==> config.mk <==
export PLATFORM = sky130hd
export DESIGN_NAME = mem_access_stage_flat
export DESIGN_NICKNAME = d
export VERILOG_FILES = /design/src/rtl/mem_stage_pkg.sv /design/src/rtl/mem_access_stage_if.sv /design/src/rtl/mem_addr_check.sv /design/src/rtl/mem_access_stage.sv /design/src/flat_wrapper.sv
export SDC_FILE = /design/constraint.sdc
export NUM_CORES = 1
export LEC_CHECK = 0
export CAP_MARGIN = 20
export CORE_MARGIN = 2
export CORE_UTILIZATION = 60
export DETAILED_ROUTE_END_ITERATION = 10
export DONT_BUFFER_PORTS = 1
export PLACE_DENSITY = 0.76
export SETUP_SLACK_MARGIN = 0.1
export SYNTH_ARGS = -nofsm -noshare
export SYNTH_HDL_FRONTEND = slang
export SYNTH_SLANG_ARGS = --single-unit
==> constraint.sdc <==
create_clock -name clk -period 2.55 [get_ports clk]
set_input_delay 0.3825 -clock clk [delete_from_list [all_inputs] [get_ports clk]]
set_output_delay 0.3825 -clock clk [all_outputs]
set_load 0.1 [all_outputs]
==> src/rtl/mem_stage_pkg.sv <==
// Shared definitions for the memory-access stage.
// Holds the operation encodings, the stage FSM state type and the data
// memory geometry. Imported by mem_addr_check and mem_access_stage.
package mem_stage_pkg;

  // Data memory geometry: 256 words of 32 bits, byte addressed.
  localparam int MEM_WORDS     = 256;
  localparam int MEM_ADDR_BITS = 10;

  typedef enum logic [1:0] {
    OP_PASS  = 2'b00,
    OP_LOAD  = 2'b01,
    OP_STORE = 2'b10,
    OP_RSVD  = 2'b11
  } op_t;

  typedef enum logic [1:0] {
    S_IDLE  = 2'd0,
    S_LOAD  = 2'd1,
    S_STORE = 2'd2,
    S_RESP  = 2'd3
  } state_t;

endpackage

==> src/rtl/mem_access_stage_if.sv <==
// Bundle of all non-clock signals of the memory-access stage.
//   in_*  : operation from execute (valid/ready)
//   mem_* : pins of the 256x32 data memory
//   wb_*  : writeback result (valid/ready)
// Modports:
//   slave  - the stage itself
//   master - the surrounding environment (execute, memory, writeback)
//
// Handshake rule for both in_* and wb_*: a transfer happens on the rising
// clock edge where valid and ready are both 1. A producer holds valid and its
// payload stable until that edge; ready may change freely.
interface mem_access_stage_if #(
  parameter int RD_BITS = 5
);
  logic               in_valid;
  logic               in_ready;
  logic [1:0]         in_op;
  logic               in_byte;
  logic [31:0]        in_addr;
  logic [31:0]        in_wdata;
  logic [RD_BITS-1:0] in_rd;

  logic [31:0]        mem_ad;
  logic [31:0]        mem_di;
  logic               mem_we;
  logic               mem_re;
  logic               mem_byte_l;
  logic               mem_byte_s;
  logic [31:0]        mem_do;

  logic               wb_valid;
  logic               wb_ready;
  logic               wb_we;
  logic [RD_BITS-1:0] wb_rd;
  logic [31:0]        wb_data;
  logic               wb_err;

  modport slave (
    input  in_valid, in_op, in_byte, in_addr, in_wdata, in_rd,
    output in_ready,
    output mem_ad, mem_di, mem_we, mem_re, mem_byte_l, mem_byte_s,
    input  mem_do,
    output wb_valid, wb_we, wb_rd, wb_data, wb_err,
    input  wb_ready
  );

  modport master (
    output in_valid, in_op, in_byte, in_addr, in_wdata, in_rd,
    input  in_ready,
    input  mem_ad, mem_di, mem_we, mem_re, mem_byte_l, mem_byte_s,
    output mem_do,
    input  wb_valid, wb_we, wb_rd, wb_data, wb_err,
    output wb_ready
  );
endinterface

==> src/rtl/mem_addr_check.sv <==
// Combinational access-fault decode for one incoming operation.
// Ports:
//   op      in  operation code
//   byte_sz in  byte-sized access
//   addr    in  byte address
//   fault   out operation must not touch memory and reports wb_err
// Build option: MEM_ALIGN_CHECK_EN adds a fault for word loads/stores whose
// address is not word aligned. Without it the low two address bits are
// ignored, matching how the memory itself decodes the word index.
module mem_addr_check
  import mem_stage_pkg::*;
#(
  parameter int ADDR_BITS = MEM_ADDR_BITS
) (
  input  op_t         op,
  input  logic        byte_sz,
  input  logic [31:0] addr,
  output logic        fault
);

  logic mem_op;
  logic range_fault;
  logic align_fault;

  assign mem_op = (op == OP_LOAD) || (op == OP_STORE);

  // Pass ignores its address, so the range test only applies to real accesses.
  assign range_fault = mem_op && ((addr >> ADDR_BITS) != 32'd0);

`ifdef MEM_ALIGN_CHECK_EN
  assign align_fault = mem_op && !byte_sz && (addr[1:0] != 2'b00);
`else
  logic unused_align;
  assign unused_align = byte_sz;
  assign align_fault  = 1'b0;
`endif

  assign fault = (op == OP_RSVD) || range_fault || align_fault;

endmodule

==> src/rtl/mem_access_stage.sv <==
// Memory-access pipeline stage in front of the 256x32 data memory.
// Takes one operation at a time from execute (pass, load, store; word or
// byte), drives the memory pins, captures read data from the memory's
// negedge output and presents one writeback result per non-store operation.
// Ports:
//   clk       in  clock, all registers update on posedge
//   rst_n     in  asynchronous active-low reset
//   bus       --  mem_access_stage_if.slave (in_*, mem_*, wb_* signals)
//   dbg_state out current FSM state, for observation only
// Build option: MEM_ALIGN_CHECK_EN (see mem_addr_check).
module mem_access_stage
  import mem_stage_pkg::*;
#(
  parameter int ADDR_BITS = MEM_ADDR_BITS,
  parameter int RD_BITS   = 5
) (
  input  logic                clk,
  input  logic                rst_n,
  mem_access_stage_if.slave   bus,
  output state_t              dbg_state
);

  state_t state;
  op_t    op;
  logic   fault;
  logic   rd_nonzero;

  assign op         = op_t'(bus.in_op);
  assign rd_nonzero = (bus.in_rd != {RD_BITS{1'b0}});
  assign dbg_state  = state;

  // Accept only from IDLE; this is what limits throughput to one op per two cycles.
  assign bus.in_ready = (state == S_IDLE);

  mem_addr_check #(
    .ADDR_BITS (ADDR_BITS)
  ) u_check (
    .op      (op),
    .byte_sz (bus.in_byte),
    .addr    (bus.in_addr),
    .fault   (fault)
  );

  always_ff @(posedge clk or negedge rst_n) begin
    if (!rst_n) begin
      state          <= S_IDLE;
      bus.mem_ad     <= '0;
      bus.mem_di     <= '0;
      bus.mem_we     <= 1'b0;
      bus.mem_re     <= 1'b0;
      bus.mem_byte_l <= 1'b0;
      bus.mem_byte_s <= 1'b0;
      bus.wb_valid   <= 1'b0;
      bus.wb_we      <= 1'b0;
      bus.wb_rd      <= '0;
      bus.wb_data    <= '0;
      bus.wb_err     <= 1'b0;
    end else begin
      case (state)
        S_IDLE: begin
          if (bus.in_valid) begin
            if (fault) begin
              bus.wb_valid <= 1'b1;
              bus.wb_err   <= 1'b1;
              bus.wb_we    <= 1'b0;
              bus.wb_rd    <= bus.in_rd;
              bus.wb_data  <= '0;
              state        <= S_RESP;
            end else begin
              case (op)
                OP_LOAD: begin
                  bus.mem_ad     <= bus.in_addr;
                  bus.mem_re     <= 1'b1;
                  bus.mem_byte_l <= bus.in_byte;
                  bus.wb_err     <= 1'b0;
                  bus.wb_we      <= rd_nonzero;
                  bus.wb_rd      <= bus.in_rd;
                  state          <= S_LOAD;
                end
                OP_STORE: begin
                  bus.mem_ad     <= bus.in_addr;
                  bus.mem_di     <= bus.in_wdata;
                  bus.mem_we     <= 1'b1;
                  bus.mem_byte_s <= bus.in_byte;
                  state          <= S_STORE;
                end
                default: begin
                  // OP_PASS; OP_RSVD never gets here because it always faults.
                  bus.wb_valid <= 1'b1;
                  bus.wb_err   <= 1'b0;
                  bus.wb_we    <= rd_nonzero;
                  bus.wb_rd    <= bus.in_rd;
                  bus.wb_data  <= bus.in_wdata;
                  state        <= S_RESP;
                end
              endcase
            end
          end
        end
        S_LOAD: begin
          // mem_do settled on the preceding negedge; byte loads are already
          // zero-extended by the memory.
          bus.wb_data    <= bus.mem_do;
          bus.wb_valid   <= 1'b1;
          bus.mem_re     <= 1'b0;
          bus.mem_byte_l <= 1'b0;
          state          <= S_RESP;
        end
        S_STORE: begin
          // The memory writes on this edge; only the strobes are dropped,
          // address and data keep their last value.
          bus.mem_we     <= 1'b0;
          bus.mem_byte_s <= 1'b0;
          state          <= S_IDLE;
        end
        S_RESP: begin
          if (bus.wb_ready) begin
            bus.wb_valid <= 1'b0;
            state        <= S_IDLE;
          end
        end
        default: state <= S_IDLE;
      endcase
    end
  end

endmodule

==> src/flat_wrapper.sv <==
// flat-port wrapper written by rule: the top's interface ports become plain ports
module mem_access_stage_flat import mem_stage_pkg::*;
#(
  parameter int ADDR_BITS = MEM_ADDR_BITS,
  parameter int RD_BITS   = 5
)
  (clk, rst_n, dbg_state, bus_in_valid, bus_in_op, bus_in_byte, bus_in_addr, bus_in_wdata, bus_in_rd, bus_in_ready, bus_mem_ad, bus_mem_di, bus_mem_we, bus_mem_re, bus_mem_byte_l, bus_mem_byte_s, bus_mem_do, bus_wb_valid, bus_wb_we, bus_wb_rd, bus_wb_data, bus_wb_err, bus_wb_ready);
  mem_access_stage_if #(.RD_BITS(RD_BITS)) bus_i ();
  input  logic clk;
  input  logic rst_n;
  output state_t dbg_state;
  input wire logic [$bits(bus_i.in_valid)-1:0] bus_in_valid;
  input wire logic [$bits(bus_i.in_op)-1:0] bus_in_op;
  input wire logic [$bits(bus_i.in_byte)-1:0] bus_in_byte;
  input wire logic [$bits(bus_i.in_addr)-1:0] bus_in_addr;
  input wire logic [$bits(bus_i.in_wdata)-1:0] bus_in_wdata;
  input wire logic [$bits(bus_i.in_rd)-1:0] bus_in_rd;
  output wire logic [$bits(bus_i.in_ready)-1:0] bus_in_ready;
  output wire logic [$bits(bus_i.mem_ad)-1:0] bus_mem_ad;
  output wire logic [$bits(bus_i.mem_di)-1:0] bus_mem_di;
  output wire logic [$bits(bus_i.mem_we)-1:0] bus_mem_we;
  output wire logic [$bits(bus_i.mem_re)-1:0] bus_mem_re;
  output wire logic [$bits(bus_i.mem_byte_l)-1:0] bus_mem_byte_l;
  output wire logic [$bits(bus_i.mem_byte_s)-1:0] bus_mem_byte_s;
  input wire logic [$bits(bus_i.mem_do)-1:0] bus_mem_do;
  output wire logic [$bits(bus_i.wb_valid)-1:0] bus_wb_valid;
  output wire logic [$bits(bus_i.wb_we)-1:0] bus_wb_we;
  output wire logic [$bits(bus_i.wb_rd)-1:0] bus_wb_rd;
  output wire logic [$bits(bus_i.wb_data)-1:0] bus_wb_data;
  output wire logic [$bits(bus_i.wb_err)-1:0] bus_wb_err;
  input wire logic [$bits(bus_i.wb_ready)-1:0] bus_wb_ready;
  assign bus_i.in_valid = bus_in_valid;
  assign bus_i.in_op = bus_in_op;
  assign bus_i.in_byte = bus_in_byte;
  assign bus_i.in_addr = bus_in_addr;
  assign bus_i.in_wdata = bus_in_wdata;
  assign bus_i.in_rd = bus_in_rd;
  assign bus_in_ready = bus_i.in_ready;
  assign bus_mem_ad = bus_i.mem_ad;
  assign bus_mem_di = bus_i.mem_di;
  assign bus_mem_we = bus_i.mem_we;
  assign bus_mem_re = bus_i.mem_re;
  assign bus_mem_byte_l = bus_i.mem_byte_l;
  assign bus_mem_byte_s = bus_i.mem_byte_s;
  assign bus_i.mem_do = bus_mem_do;
  assign bus_wb_valid = bus_i.wb_valid;
  assign bus_wb_we = bus_i.wb_we;
  assign bus_wb_rd = bus_i.wb_rd;
  assign bus_wb_data = bus_i.wb_data;
  assign bus_wb_err = bus_i.wb_err;
  assign bus_i.wb_ready = bus_wb_ready;
  mem_access_stage #(.ADDR_BITS(ADDR_BITS), .RD_BITS(RD_BITS)) u_core (.clk(clk), .rst_n(rst_n), .bus(bus_i), .dbg_state(dbg_state));
endmodule
==> run summary <==
CP cell instances: buf_4 -> nor2_4 -> buf_4
Ports: 219
worst setup path start: u_core.dbg_state[1]
sequential share of the synthesized area: 0.5714
Min-Delay Path Class: in2async
Post-synth ARST share: 1.000
worst r2r src: u_core.dbg_state[1]
FMAX: 0.4708 GHz
Initial Utilization: 0.6202
Clock Skew: 0.01139 ns
Mapped Area: 4817 um^2
Vias/cell: 6.165
clk sinks: 110
Worst Path Arrival: 1.74 ns
Stages on worst setup path: 3
DRT iter0 DRCs: 99
syn nets: 499
worst-case reg-to-reg path depth: 5
vias: 3027
unrepaired setup endpoints after global routing: false
CP dominant cell by count: buf_4
initial antenna violation count: 0
slowest CP cell: buf_4
status: finished, violations left
Post-CTS Setup Inserts: 0
global-route wire length before repair: 16200 um
worst path bufs/invs: 2
placed wire-length estimate: 7420 um
EDFF count, synth: 0
crit path max fanout: 70
failing checks: negative hold slack
Max H-tree Level: 3
layout cells sized above 1: 0.2005
most frequent cells in the layout: dfrtp_1, nand2_1, o21ai_0
Tcrit/Tclk final: 0.8330
critical path class: reg2out
clk buf depth: 2
CP Capture Type: primary output
Synth warnings: 0
CTS Buf Count: 9
largest net degree at the start of global routing: 111
worst reg2reg endpoint: u_core.bus.mem_di[31]
delay-heaviest family, CP: buffers and inverters
Main synth FF type: dfrtp_1
PostCTS Resize Cnt: 0
GRT overflow: 0
core box area: 7767 um^2
crit start category: register
fillcell total: 597
DRT Wirelength: 10610 um
Yosys cell types: 37
Required @ worst endpoint: 2.17 ns
highest cell delay on the worst timing path: 0.66 ns
num rows: 32
area delta synth->final: 6.182%
Setup-failing EPs final: 0
CTS tree: built
total negative slack: 0 ns
drt wl/cell: 21.60 um
Worst R2R Setup Slack: 0.49 ns
# Max-Cap Violations: 0
die area: 8761 um^2
Critical Path End: bus_in_ready
CTS root buffer: clkbuf_8
die width: 93.60 um
commonest non-fill, non-tap cell in the layout: dfrtp_1
Pins Over Slew Limit: 0
Final Wtd Congestion: 0.7655
vias in the first global route: 3163
hold_ws: -0.3018 ns
total global-route track usage: 0.2397
CTS clk-pin slew, worst paths: 0.12 ns
Clk Latency, worst-skew pair: 0.36 ns
drt pass-1 iters: 4
port buffer count: 0
final hold vios: 110
Max-slew headroom: 0.3572
Layout Nets: 496
Syn Area/Cell: 12.45 um^2
post-synthesis cell count: 387
synthesized flop and latch total: 110
ant diodes: 0
Residual DRC: 0
slew at the pin with the worst max-slew slack: 0.9642 ns
fin crit period: 2.124 ns
DIE HEIGHT: 93.60 um
Detail Route Antenna Nets: 0
[worst register-to-register path, cell delays in order, from the launching register on]
cell     delay (ns)
dfrtp_2        0.38
buf_4          0.66
nor2_4         0.07
nand4_4        0.13
buf_4          0.33
mux2_2         0.39
[worst min path at each step]
stage	start	endpoint	slack [ns]	cells past startpoint
4_1_cts	rst_n	u_core.bus.mem_di[18]	-0.32	0
2_1_floorplan	rst_n	u_core.bus.mem_ad[0]	0.09	0
3_3_place_gp	rst_n	u_core.bus.wb_data[8]	0.09	0
6_report	rst_n	u_core.bus.mem_di[15]	-0.30	0
5_1_grt	rst_n	u_core.bus.wb_data[24]	-0.33	0
3_5_place_dp	rst_n	u_core.bus.wb_data[8]	0.09	0
[final cells by class]
cell class              count  area [um^2]  share of cell area
clock inverters             7        73.82             0.01443
well taps                 102        127.6             0.02495
inverters                   7        26.28            0.005137
multi-input cells         243         1911              0.3735
repair buffers             13        97.59             0.01908
clock buffers               9        123.9             0.02422
flip-flops and latches    110         2755              0.5386
[flip-flops by register name, indices dropped and copies added, names as in the netlist]
| signal | count |
|---|---|
| u_core.bus.mem_ad | 32 |
| u_core.bus.mem_di | 32 |
| u_core.bus.wb_data | 32 |
| u_core.bus.wb_rd | 5 |
| u_core.dbg_state | 2 |
| u_core.bus.mem_byte_l | 1 |
| u_core.bus.mem_byte_s | 1 |
| u_core.bus.mem_re | 1 |
| u_core.bus.mem_we | 1 |
| u_core.bus.wb_err | 1 |
| u_core.bus.wb_valid | 1 |
| u_core.bus.wb_we | 1 |
[metal layers]
layer / GRT usage / share of wire
met1: 0.2707 / 0.38
met5: 0 / 0
met4: 0.07126 / 0.013
met3: 0.09428 / 0.10
met2: 0.4197 / 0.50
[stage by stage]
step | instances | instance area [um^2] | setup slack [ns] | hold WS, ns | utilization
2_1_floorplan | 387 | 4825 | 0.08128 | 0.08691 | -
3_3_place_gp | 475 | 4917 | 0.3749 | 0.08909 | 0.6331
3_5_place_dp | 475 | 4917 | 0.3115 | 0.08923 | 0.6331
4_1_cts | 491 | 5115 | 0.3755 | -0.3172 | 0.6585
5_1_grt | 491 | 5115 | 0.3148 | -0.3297 | 0.6585
6_report | 491 | 5115 | 0.4259 | -0.3018 | 0.6585
[synth_stat cells (2+ instances only)]
library cell / instances / area share
dfrtp_1: 110 / 0.57
nand2_1: 35 / 0.027
o21ai_0: 35 / 0.036
a21o_1: 33 / 0.051
a22oi_1: 32 / 0.050
mux2_4: 30 / 0.094
nor2b_1: 22 / 0.029
clkbuf_1: 14 / 0.011
mux2_2: 9 / 0.021
mux2_1: 8 / 0.019
buf_2: 7 / 0.0073
inv_1: 7 / 0.0055
nor4_1: 5 / 0.0065
a21oi_1: 4 / 0.0042
ha_1: 4 / 0.010
buf_6: 3 / 0.0070
nand4_1: 3 / 0.0039
nor2_1: 3 / 0.0023
a311o_1: 2 / 0.0042
a41oi_1: 2 / 0.0036
buf_4: 2 / 0.0031
o211ai_1: 2 / 0.0031
[cell families (layout without fill, tap and decap cells)]
group           Yosys count  after routing  synth area share
flops                   110            110            0.5714
fa+ha+maj                 4              4           0.01039
mux                      48             48            0.1353
compound gates          116            116            0.1634
simple gates             75             75           0.08494
buf+inv                  34             36           0.03454
Power is not shown: default switching activity piles up to over one toggle a cycle in this logic, so the estimate is an artifact.
